**src/rtl/systolic_ctrl.sv**
```systemverilog
// -----------------------------------------------------------------------------
// systolic_ctrl
//   Sequencer for a 3x3 systolic array. Holds the 3x3 weight bank, pulses
//   arr_load once per job, skews accepted input vectors onto the array rows,
//   deskews the column results and emits one aligned result vector per
//   accepted input, followed by a one-cycle done pulse.
//
// Ports
//   clk, rst                  clock (posedge) and async active-low reset
//   cfg_we/cfg_addr/cfg_data  weight bank write port, index r*3+c (0..8)
//   job_start/job_len         start pulse and vector count (IDLE only)
//   in_valid/in_ready/in_data input vector stream {x3,x2,x1}
//   arr_start/arr_load        array enable and weight-capture strobe
//   arr_in/arr_w/arr_out      skewed row inputs, weight bank, column outputs
//   out_valid/out_data        aligned result vector {y3,y2,y1}
//   busy/done                 job in progress / job finished pulse
//
// state   | meaning
// --------+-----------------------------------------------------------
// S_IDLE  | waiting for job_start
// S_LOAD  | arr_load high for one cycle, PEs capture the weight bank
// S_STREAM| accepting input vectors until job_len have been taken
// S_DRAIN | no new input; waiting for in-flight results to come out
// S_DONE  | one-cycle done pulse
// -----------------------------------------------------------------------------
module systolic_ctrl #(
  parameter int DATA_W    = 16,
  parameter int ARRAY_LAT = 3,
  parameter int LEN_W     = 8
) (
  input  logic                  clk,
  input  logic                  rst,
  input  logic                  cfg_we,
  input  logic [3:0]            cfg_addr,
  input  logic [DATA_W-1:0]     cfg_data,
  input  logic                  job_start,
  input  logic [LEN_W-1:0]      job_len,
  input  logic                  in_valid,
  output logic                  in_ready,
  input  logic [3*DATA_W-1:0]   in_data,
  output logic                  arr_start,
  output logic                  arr_load,
  output logic [3*DATA_W-1:0]   arr_in,
  output logic [9*DATA_W-1:0]   arr_w,
  input  logic [3*DATA_W-1:0]   arr_out,
  output logic                  out_valid,
  output logic [3*DATA_W-1:0]   out_data,
  output logic                  busy,
  output logic                  done
);

  // Tag stages cover cycles t+1 .. t+ARRAY_LAT+3; the final stage feeds
  // out_valid, so results surface at t+ARRAY_LAT+4.
  localparam int TAG_D = ARRAY_LAT + 3;

  typedef enum logic [2:0] {
    S_IDLE   = 3'd0,
    S_LOAD   = 3'd1,
    S_STREAM = 3'd2,
    S_DRAIN  = 3'd3,
    S_DONE   = 3'd4
  } state_t;

  state_t                state_q, state_d;
  logic [LEN_W-1:0]      len_q, len_d;
  logic [LEN_W-1:0]      acc_q, acc_d;
  logic [LEN_W-1:0]      emit_q, emit_d;
  logic [9*DATA_W-1:0]   w_q, w_d;

  // Row skew: row 1 one stage, row 2 two stages, row 3 three stages.
  logic [DATA_W-1:0]     s1_q, s1_d;
  logic [DATA_W-1:0]     s2a_q, s2a_d, s2b_q, s2b_d;
  logic [DATA_W-1:0]     s3a_q, s3a_d, s3b_q, s3b_d, s3c_q, s3c_d;

  // Column deskew: column 1 delayed two cycles, column 2 one, column 3 none.
  logic [DATA_W-1:0]     d1a_q, d1a_d, d1b_q, d1b_d;
  logic [DATA_W-1:0]     d2a_q, d2a_d;

  logic [TAG_D-1:0]      tag_q, tag_d;
  logic                  out_valid_q, out_valid_d;
  logic [3*DATA_W-1:0]   out_data_q, out_data_d;
  logic                  accept;

  assign in_ready  = (state_q == S_STREAM) && (acc_q < len_q);
  assign accept    = in_valid & in_ready;
  assign busy      = (state_q != S_IDLE);
  assign arr_w     = w_q;
  assign arr_in    = {s3c_q, s2b_q, s1_q};
  assign out_valid = out_valid_q;
  assign out_data  = out_data_q;

  // FSM next state and strobes
  always_comb begin
    state_d   = state_q;
    len_d     = len_q;
    acc_d     = acc_q;
    emit_d    = emit_q + LEN_W'(out_valid_q);
    arr_start = 1'b0;
    arr_load  = 1'b0;
    done      = 1'b0;
    case (state_q)
      S_IDLE: begin
        if (job_start) begin
          len_d   = job_len;
          acc_d   = '0;
          emit_d  = '0;
          state_d = (job_len != '0) ? S_LOAD : S_DONE;
        end
      end
      S_LOAD: begin
        arr_load  = 1'b1;
        arr_start = 1'b1;
        state_d   = S_STREAM;
      end
      S_STREAM: begin
        arr_start = 1'b1;
        if (accept) begin
          acc_d = acc_q + LEN_W'(1);
          if (acc_d == len_q) state_d = S_DRAIN;
        end
      end
      S_DRAIN: begin
        arr_start = 1'b1;
        // emit_d includes a result leaving the pipe this cycle
        if ((tag_q == '0) && (emit_d == len_q)) state_d = S_DONE;
      end
      S_DONE: begin
        done    = 1'b1;
        state_d = S_IDLE;
      end
      default: state_d = S_IDLE;
    endcase
  end

  // Weight bank: writable in any state; PEs only sample it on arr_load.
  always_comb begin
    w_d = w_q;
    if (cfg_we && (cfg_addr < 4'd9)) w_d[cfg_addr*DATA_W +: DATA_W] = cfg_data;
  end

  // Skew, tag and deskew datapath
  always_comb begin
    s1_d  = accept ? in_data[0*DATA_W +: DATA_W] : '0;
    s2a_d = accept ? in_data[1*DATA_W +: DATA_W] : '0;
    s3a_d = accept ? in_data[2*DATA_W +: DATA_W] : '0;
    s2b_d = s2a_q;
    s3b_d = s3a_q;
    s3c_d = s3b_q;

    tag_d       = {tag_q[TAG_D-2:0], accept};
    out_valid_d = tag_q[TAG_D-1];

    d1a_d = arr_out[0*DATA_W +: DATA_W];
    d1b_d = d1a_q;
    d2a_d = arr_out[1*DATA_W +: DATA_W];

    // Column 3 arrives last; the other columns have been held to line up.
    out_data_d = out_data_q;
    if (tag_q[TAG_D-1]) out_data_d = {arr_out[2*DATA_W +: DATA_W], d2a_q, d1b_q};
  end

  always_ff @(posedge clk or negedge rst) begin
    if (!rst) begin
      state_q     <= S_IDLE;
      len_q       <= '0;
      acc_q       <= '0;
      emit_q      <= '0;
      w_q         <= '0;
      s1_q        <= '0;
      s2a_q       <= '0;
      s2b_q       <= '0;
      s3a_q       <= '0;
      s3b_q       <= '0;
      s3c_q       <= '0;
      d1a_q       <= '0;
      d1b_q       <= '0;
      d2a_q       <= '0;
      tag_q       <= '0;
      out_valid_q <= 1'b0;
      out_data_q  <= '0;
    end else begin
      state_q     <= state_d;
      len_q       <= len_d;
      acc_q       <= acc_d;
      emit_q      <= emit_d;
      w_q         <= w_d;
      s1_q        <= s1_d;
      s2a_q       <= s2a_d;
      s2b_q       <= s2b_d;
      s3a_q       <= s3a_d;
      s3b_q       <= s3b_d;
      s3c_q       <= s3c_d;
      d1a_q       <= d1a_d;
      d1b_q       <= d1b_d;
      d2a_q       <= d2a_d;
      tag_q       <= tag_d;
      out_valid_q <= out_valid_d;
      out_data_q  <= out_data_d;
    end
  end

endmodule

```
**config.mk**
```make
export PLATFORM = sky130hd
export DESIGN_NAME = systolic_ctrl
export DESIGN_NICKNAME = d
export VERILOG_FILES = /design/src/rtl/systolic_ctrl.sv
export SDC_FILE = /design/constraint.sdc
export NUM_CORES = 1
export LEC_CHECK = 0
export ABC_AREA = 1
export CORE_ASPECT_RATIO = 1.2
export CORE_UTILIZATION = 48
export DETAILED_ROUTE_END_ITERATION = 10
export GPL_TIMING_DRIVEN = 1
export PLACE_DENSITY = 0.83
export REMOVE_ABC_BUFFERS = 1
export SYNTH_ARGS = -nofsm -noshare
export SYNTH_HDL_FRONTEND = slang
export SYNTH_SLANG_ARGS = --single-unit
```
**constraint.sdc**
```tcl
create_clock -name clk -period 2.8 [get_ports clk]
set_clock_uncertainty 0.2 [all_clocks]
set_input_delay 0.56 -clock clk [delete_from_list [all_inputs] [get_ports clk]]
set_output_delay 0.56 -clock clk [all_outputs]
set_load 0.02 [all_outputs]
```
Yosys cells after proc, flatten, opt, wreduce, memory -nomap -nowiden
Cells that the tools add are included.
- output and inout port bits: 246
- register bits: 370
- magnitude comparators: 2
- reduce and logical (&&, ||, !) cells: 12
- mux-type cells: 18
- eq/ne operators: 10
- shift-type cells: 2
- bitwise gates (word level): 1
- add/sub/neg operators: 3
- operator list (cell ; number):
    144-bit bitwise mux ; 1
    16-bit by 34-bit variable shift with 144-bit output, first input constant ; 1
    16-bit by 34-bit indexed part select with 144-bit output ; 1
    16-bit 2-to-1 mux ; 3
    8-bit negation with 34-bit output ; 1
    8-bit 2-to-1 mux ; 4
    8-bit equality test ; 2
    8-bit one-hot mux with 2 select lines ; 1
    3-bit 2-to-1 mux ; 5
    3-bit one-hot mux with 4 select lines ; 1
    8-bit by 1-bit adder with 8-bit output ; 1
    8-bit by 1-bit adder with 8-bit output, second input constant ; 1
    8-bit < comparator ; 1
    8-bit nonzero test ; 1
    3-bit by 2-bit equality test with 1-bit output, second input constant ; 2
    6-bit zero test ; 1
    2-bit inequality test, second input constant ; 3
    4-bit < comparator, second input constant ; 1
    4-bit AND reduction ; 1
    3-bit by 1-bit equality test with 1-bit output, second input constant ; 1
    3-bit equality test, second input constant ; 1
    1-bit logical AND ; 3
    3-bit zero test ; 1
    1-bit 2-to-1 mux ; 3
    7 further kinds ; 7

Depth between registers and ports, before layout
Gate-level depths: netlist of run 1.
- word-level depth: 5
- mapped depth: 15
- gate-level depth less buffers: 15

Least setup slack after synthesis of run 1
Ideal clock, no wire load.
- path kind: input -> register
- start: in cfg_addr[0]
- end: reg w_q[47], in the netlist arr_w[47]
- data arrival time: 1.983 ns
- path buffers: 2
- path slack: 0.475 ns
- cell stages on the path: 9
- required time: 2.458 ns
- cells stage by stage: inv_1 -> ha_1 -> xor2_1 -> nor2_1 -> nand2_1 -> clkinv_1 -> clkbuf_1 -> clkbuf_1 -> a31oi_1
- cells in the longest elaborated chain, start to end: 3
- ends and longest elaborated chain (element ; line ; source):
    start: declaration ; 34 ; input logic [3:0] cfg_addr,
    8-bit negation with 34-bit output ; 138 ; if (cfg_we && (cfg_addr < 4'd9)) w_d[cfg_addr*DATA_W +: DATA_W] = cfg_data;
    16-bit by 34-bit indexed part select with 144-bit output or 16-bit by 34-bit variable shift with 144-bit output (tied branches) ; 138 ;
    144-bit bitwise mux ; 138 ;
    end signal: assignment ; 186 ; w_q <= w_d;
    end: declaration ; 68 ; logic [9*DATA_W-1:0] w_q, w_d;
Parallel ways exist; a longest one is shown, timed or not.
A chain may end at the register's enable or synchronous reset.

Worst setup path after layout of run 1
- start: reg acc_q[1]
- end: out in_ready
- cells in the longest elaborated chain, start to end: 2
- ends and longest elaborated chain (element ; line ; source):
    start: declaration ; 66 ; logic [LEN_W-1:0] acc_q, acc_d;
    start signal: assignment ; 166 ; acc_q <= '0;
    start signal: assignment ; 184 ; acc_q <= acc_d;
    8-bit < comparator ; 84 ; assign in_ready = (state_q == S_STREAM) && (acc_q < len_q);
    1-bit logical AND ; 84 ;
    end: declaration ; 39 ; output logic in_ready,
No other way between the ends.

==> key figures, run 1 <==
Clock network
  – CTS tree: done
  – Htree depth: 2
  – Max Root-Sink Buffers: 3
  – Root Buffer: clkbuf_16
  – Clock Sinks: 370
  – Post-CTS setup buffer count: 0
  – Worst skew pair latency: 0.51 ns
  – Total CTS buffers: 36
  – Clk slew on worst S/H paths: 0.06 ns

Power
  – Power share of the sequential group: 0.394
  – P_int: 12550 uW
  – Peak supply drop: 0.7047 mV
  – Switching power of the nets: 5978 uW
  – Sw Ratio: 0.3227
  – Clk pwr share: 0.276
  – PwrDens: 970.9 nW/um^2
  – Gate power share: 0.330
  – Lkg Pwr: 0.008950 uW

Synth
  – Avg Cell Area, Syn: 11.22 sq um
  – Synth area leader: dfrtp_1
  – Netlist cell types: 32
  – Share of the synthesized area in the top cell type: 0.6991
  – #FFs+latches synth: 370
  – Ranking of synthesized cells by area: dfrtp_1, nand2_1, mux2_2
  – YS warnings: 0
  – Cell area after synthesis: 13240 sq um
  – Register area share after synthesis: 0.6991
  – Post-Synthesis Cells: 1180

Worst setup path
  – Crit end category: output pin
  – Critical-path maximum fanout: 5
  – Critical Path RT: 2.04 ns
  – Setup Crit Path Kind: register to output pin
  – Critical Path AT: 1.91 ns
  – CP Launch Type: register

Die
  – Initial core utilization: 0.4890
  – # rows: 66
  – # IOs: 375
  – Core Area: 27090 sq um
  – Die W: 153.6 um
  – Die Ht: 184.0 um
  – Die Footprint: 28260 sq um

GRT
  – First-pass GRT wire length: 56830 um
  – Vias in the first global route: 10.43k
  – Initial antenna violation count: 1
  – Largest net degree at the start of global routing: 72
  – Total global routing track utilization: 0.2598
  – Grt total ovfl: 0

Placed design
  – GP Congestion: 0.8859
  – DP Wirelength: 26270 um
  – I/O Buffers: 374

Route
  – Total Routed Length: 36400 um
  – Post-route ant nets: 0
  – Vias per Instance: 5.186
  – Vias: 10.23k
  – TritonRoute pass-1 iters: 5
  – Remaining routing DRC violations: 0
  – Wirelength per Cell: 18.45 um
  – Initial DRC Count: 635

STA
  – Fin crit share: 0.9519
  – Endpoints failing hold: 0
  – Actual slew at the worst max-slew pin: 0.7519 ns
  – Final setup fails: 0
  – Fmax: 375.2 MHz
  – Slew Viols, Final: 0
  – Fin Setup TNS: 0 ns
  – Worst slew margin: 0.4988
  – RSZ-0062 raised after global routing: yes
  – Final min period: 2.665 ns

Cells and area
  – Core Util, Final: 0.7044
  – Commonest non-fill, non-tap cell in the layout: clkdlybuf4s50_1
  – Fill cells: 1824
  – Layout cells sized above 1: 0.1097
  – Layout area overhead: 44.06%
  – Most frequent cells in the layout: clkdlybuf4s50_1, dfrtp_1, nand2_1, nor2_1, inv_1
  – Total Nets Final: 1746

Run status
  – Status: finished, final reports clean

Hold path
  – Hold crit path type: register to register

Job
  – Max Cap Viol: 0
[state kept, by name, indices dropped and copies added (netlist names)]
name / cells
acc_q: 8
arr_w: 144
d1a_q: 16
d1b_q: 16
d2a_q: 16
emit_q: 8
len_q: 8
out_data: 48
out_valid: 1
s1_q: 16
s2a_q: 16
s2b_q: 16
s3a_q: 16
s3b_q: 16
s3c_q: 16
state_q: 3
tag_q: 6
[critical path, stage by stage (launching register included)]
cell and delay, ns:
dfrtp_2 0.44, ha_1 0.27, a21oi_1 0.17, o21ai_1 0.11, nand2_1 0.09, nand2_1 0.06, nor2_2 0.10, buf_4 0.16
[per-layer routing]
layer | vias to the layer above | global-route usage | share of wire | routed length, um
met4 | 0 | 0.1016 | 0.035 | 1290
met1 | 4935 | 0.2837 | 0.35 | 12650
met2 | 537 | 0.4638 | 0.51 | 18640
li1 | 4673 | - | - | -
met3 | 86 | 0.08817 | 0.10 | 3816
met5 | - | 0 | 0 | 0
[stage by stage]
stage                     cells  instance area, sq um  hold slack (ns)  setup slack [ns]  total power [uW]
after floorplan            1138                 13060          0.06441           -0.6021             10190
after global placement     1905                 17800           0.1312          -0.03348             13230
after detailed placement   1905                 17800           0.1347           -0.1404             13470
after CTS                  1972                 19070           0.1416          0.005791             18650
after global routing       1972                 19080           0.1508          0.004833             19360
final                      1973                 19080           0.1363            0.1348             18520
[synth_stat cells]
cell type  instances
ha_1              13
nor4_1             1
dfrtp_1          370
buf_6              1
o21bai_1           2
a31oi_1           24
xor2_1             2
o21ai_0           79
nor2_1           143
clkinv_2           1
buf_2             11
nand2_2            5
nor3b_4            1
o41ai_1            6
nor3_4             1
nand3b_1           2
o31ai_1            3
nand4_1            6
o21ai_1            1
a21oi_1           90
clkbuf_1          25
buf_1              4
inv_1            116
clkinv_1           2
buf_4              1
nand3_1           27
nor2_2             2
nand2_1          184
mux2_2            48
o21a_1             1
nor3_1             4
inv_2              4
[logic make-up after synthesis]
family                     synth area share
adders and majority gates           0.01228
muxes                               0.04081
buffers and inverters               0.04875
xor gates and xnor gates           0.001323
and+or+nand+nor                      0.1148
AOI/OAI and AO/OA                   0.08295
DFF                                  0.6991
[power groups by stage]
stage	combinational, uW	sequential [uW]	clock (uW)
after CTS	6140	7300	5210
after floorplan	1650	8540	0
after global routing	6500	7440	5420
after global placement	5920	7310	0
final	6110	7310	5110
after detailed placement	6090	7380	0
[final timing paths]
check                                       start                       end  slack [ns]  cells after the start
min in group asynchronous                     rst         s1_q[9]$_DFF_PN0_        0.40                      2
hold reg to reg                s3a_q[4]$_DFF_PN0_        s3b_q[4]$_DFF_PN0_        0.14                      0
setup / recovery             acc_q[1]$_DFFE_PN0P_                  in_ready        0.13                      7
hold / removal                 s3a_q[4]$_DFF_PN0_        s3b_q[4]$_DFF_PN0_        0.14                      0
max in group asynchronous                     rst  out_data[14]$_DFFE_PN0P_        1.25                      3
setup reg to reg           state_q[2]$_DFFE_PN0P_      acc_q[5]$_DFFE_PN0P_        0.32                      7
[final cells by class]
cell class | count | area [sq um] | area share
inverters | 123 | 462.9 | 0.02426
multi-input cells | 645 | 3342 | 0.1752
clock inverters | 13 | 200.2 | 0.01049
repair buffers | 428 | 4319 | 0.2264
well taps | 340 | 425.4 | 0.02230
flip-flops and latches | 370 | 9261 | 0.4854
diodes | 1 | 2.502 | 0.0001312
clock buffers | 53 | 1066 | 0.05587
[repair_timing]
| item | CTS | global route |
|---|---|---|
| setup endpoints to repair | 1 | 2 |
| hold buffers | 1 | 0 |
| hold endpoints to repair | 51 | 0 |
| pin swaps | 0 | 0 |
| gates resized for setup | 4 | 6 |
Power figures use the tool's default switching activity.
==> run 2, diff against run 1 <==
- CORE_UTILIZATION: 48 -> 45
- PLACE_DENSITY: 0.83 -> 0.79
==> key figures, run 2 (synthesis gave the netlist of run 1 again) <==
GRT
  – Largest net degree at the start of global routing: 85 (+18%)
  – Vias in the first global route: 10.34k (-0.85%)
  – Grt total ovfl: 0 (unchanged)
  – Initial antenna violation count: 1 (unchanged)
  – First-pass GRT wire length: 56150 um (-1.2%)
  – Total global routing track utilization: 0.2455 (-0.01433)

Route
  – Post-route ant nets: 0 (unchanged)
  – Vias per Instance: 4.948 (-4.6%)
  – Initial DRC Count: 542 (-15%)
  – Vias: 10.01k (-2.2%)
  – Remaining routing DRC violations: 0 (unchanged)
  – TritonRoute pass-1 iters: 7 (+2)
  – Total Routed Length: 36550 um (+0.41%)
  – Wirelength per Cell: 18.08 um (-2.0%)

STA
  – Fin crit share: 0.9661 (+0.01426)
  – Slew Viols, Final: 0 (unchanged)
  – Actual slew at the worst max-slew pin: 0.6941 ns (-0.05775 ns)
  – RSZ-0062 raised after global routing: no
  – Final min period: 2.705 ns (+0.03993 ns)
  – Worst slew margin: 0.5373 (+0.03850)
  – Final setup fails: 0 (unchanged)
  – Fin Setup TNS: 0 ns (unchanged)
  – Worst hold slack: 0.1349 ns (-0.001392 ns)
  – Fmax: 369.7 MHz (-1.5%)
  – Endpoints failing hold: 0 (unchanged)

Power
  – Sw Ratio: 0.3233 (+0.0006500)
  – Lkg Pwr: 0.008978 uW (+0.31%)
  – Peak supply drop: 0.6457 mV (-8.4%)
  – Clk pwr share: 0.286 (+0.010)
  – Switching power of the nets: 6052 uW (+1.2%)
  – Power Total: 18720 uW (+1.0%)
  – Power share of the sequential group: 0.390 (-0.004)
  – Gate power share: 0.324 (-0.006)
  – P_int: 12660 uW (+0.94%)
  – PwrDens: 973.8 nW/um^2 (+0.30%)

Cells and area
  – Max FFs per register: 144 (unchanged)
  – Commonest non-fill, non-tap cell in the layout: clkdlybuf4s50_1
  – Total Nets Final: 1751 (+0.29%)
  – Most frequent cells in the layout: clkdlybuf4s50_1, dfrtp_1, nand2_1, nor2_1, inv_1
  – Ant diodes: 0 (-1)
  – Layout cells sized above 1: 0.1155 (+0.005774)
  – Core Util, Final: 0.6664 (-0.03804)
  – Layout area overhead: 45.12%

Worst setup path
  – Critical-path top delay cell: dfrtp_1
  – Crit-path max cell delay: 0.40 ns (-0.04 ns)
  – Setup Crit Path Kind: register to output pin
  – Critical Path AT: 1.95 ns (+0.04 ns)
  – CP cell instances: inv_1 > ha_1 > a21oi_1 > o21a_1 > nand2_1 > nor2_1 > buf_4
  – Crit end category: output pin
  – Critical Path RT: 2.04 ns (about the same)
  – Critical-path maximum fanout: 4 (-1)
  – CP Launch Type: register

Die
  – # IOs: 375 (unchanged)
  – Core Area: 28840 sq um (+6.5%)
  – Die W: 158.6 um (+3.2%)
  – Die Ht: 189.9 um (+3.2%)
  – Initial core utilization: 0.4592 (-0.02978)
  – Die Footprint: 30120 sq um (+6.6%)
  – # rows: 68 (+3.0%)

Clock network
  – Max Root-Sink Buffers: 3 (unchanged)
  – CTS tree: done
  – Clk slew on worst S/H paths: 0.07 ns (about the same)
  – Total CTS buffers: 38 (+5.6%)
  – Htree depth: 2 (unchanged)
  – Worst skew pair latency: 0.53 ns (+0.02 ns)
  – Clock Sinks: 370 (unchanged)
  – Root Buffer: clkbuf_16

Placed design
  – DP Wirelength: 26660 um (+1.5%)
  – I/O Buffers: 374 (unchanged)
  – GP Congestion: 0.9171 (+3.5%)

Run status
  – Status: finished, final reports clean

Job
  – Max Cap Viol: 0 (unchanged)

Hold path
  – Hold crit path type: register to register
-- run 2: changes by cell type in the layout (fill, tap and decap cells not counted), sizes merged --
cell      before  now
clkinvlp       1    7
clkbuf        53   49
buf           55   58
diode          1    0
-- run 2: path summary, 6_finish.rpt --
kind / from / endpoint / slack (ns) / cells after the start
worst max-delay path: len_q[5]$_DFFE_PN0P_ / in_ready / 0.09 / 7
worst min-delay path: d1a_q[9]$_DFF_PN0_ / d1b_q[9]$_DFF_PN0_ / 0.13 / 0
worst max register to register: state_q[2]$_DFFE_PN0P_ / acc_q[1]$_DFFE_PN0P_ / 0.26 / 8
worst min register to register: d1a_q[9]$_DFF_PN0_ / d1b_q[9]$_DFF_PN0_ / 0.13 / 0
max in group asynchronous: rst / arr_w[122]$_DFFE_PN0P_ / 1.23 / 3
min in group asynchronous: rst / s1_q[13]$_DFF_PN0_ / 0.35 / 2
-- run 2: worst max-delay path: cells and delay by family, from the launching register on --
kind / cells / cell delay [ns]
buffers and inverters: 2 / 0.25
DFF: 1 / 0.40
adders and majority gates: 1 / 0.31
and+or+nand+nor: 2 / 0.18
AOI/OAI and AO/OA: 2 / 0.29
-- run 2: power groups by stage --
stage / clock network (uW) / logic, uW / registers (uW)
detailed placement: 0 / 6060 / 7380
finish: 5340 / 6070 / 7300
global placement: 0 / 5940 / 7320
CTS: 5460 / 6100 / 7310
global route: 5670 / 6540 / 7450
floorplan: 0 / 1650 / 8540
-- run 2: cell type report --
type / count / area [sq um]
multi-input cells: 645 / 3343
repair buffers: 431 / 4329
clock inverters: 19 / 249.0
flip-flops and latches: 370 / 9260
well taps: 385 / 481.7
fillers: 2105 / 9623
clock buffers: 49 / 1094
inverters: 123 / 462.9
-- run 2: what timing repair did --
item | in CTS | in global routing
buffers inserted | 0 | 2
resized for setup | 4 | 5
endpoints found under the setup margin | 1 | 2
hold endpoints to repair | 46 | 0
hold buffers | 1 | 0
gates cloned | 0 | 0
pin swaps | 0 | 0
-- run 2: per-layer routing --
| layer | vias up | GRT usage | wire, um |
|---|---|---|---|
| li1 | 4659 | - | - |
| met3 | 96 | 0.09339 | 4052 |
| met1 | 4836 | 0.2671 | 12980 |
| met2 | 412 | 0.4178 | 17930 |
| met5 | - | 0 | 11 |
| met4 | 2 | 0.1158 | 1571 |
-- run 2: metrics by stage --
step	instances	instance area [sq um]	setup slack [ns]
finish	2022	19220	0.09484
floorplan	1138	13060	-0.6021
global route	2022	19220	0.002310
CTS	2020	19200	0.05873
detailed placement	1951	17850	-0.1255
global placement	1951	17850	-0.04508
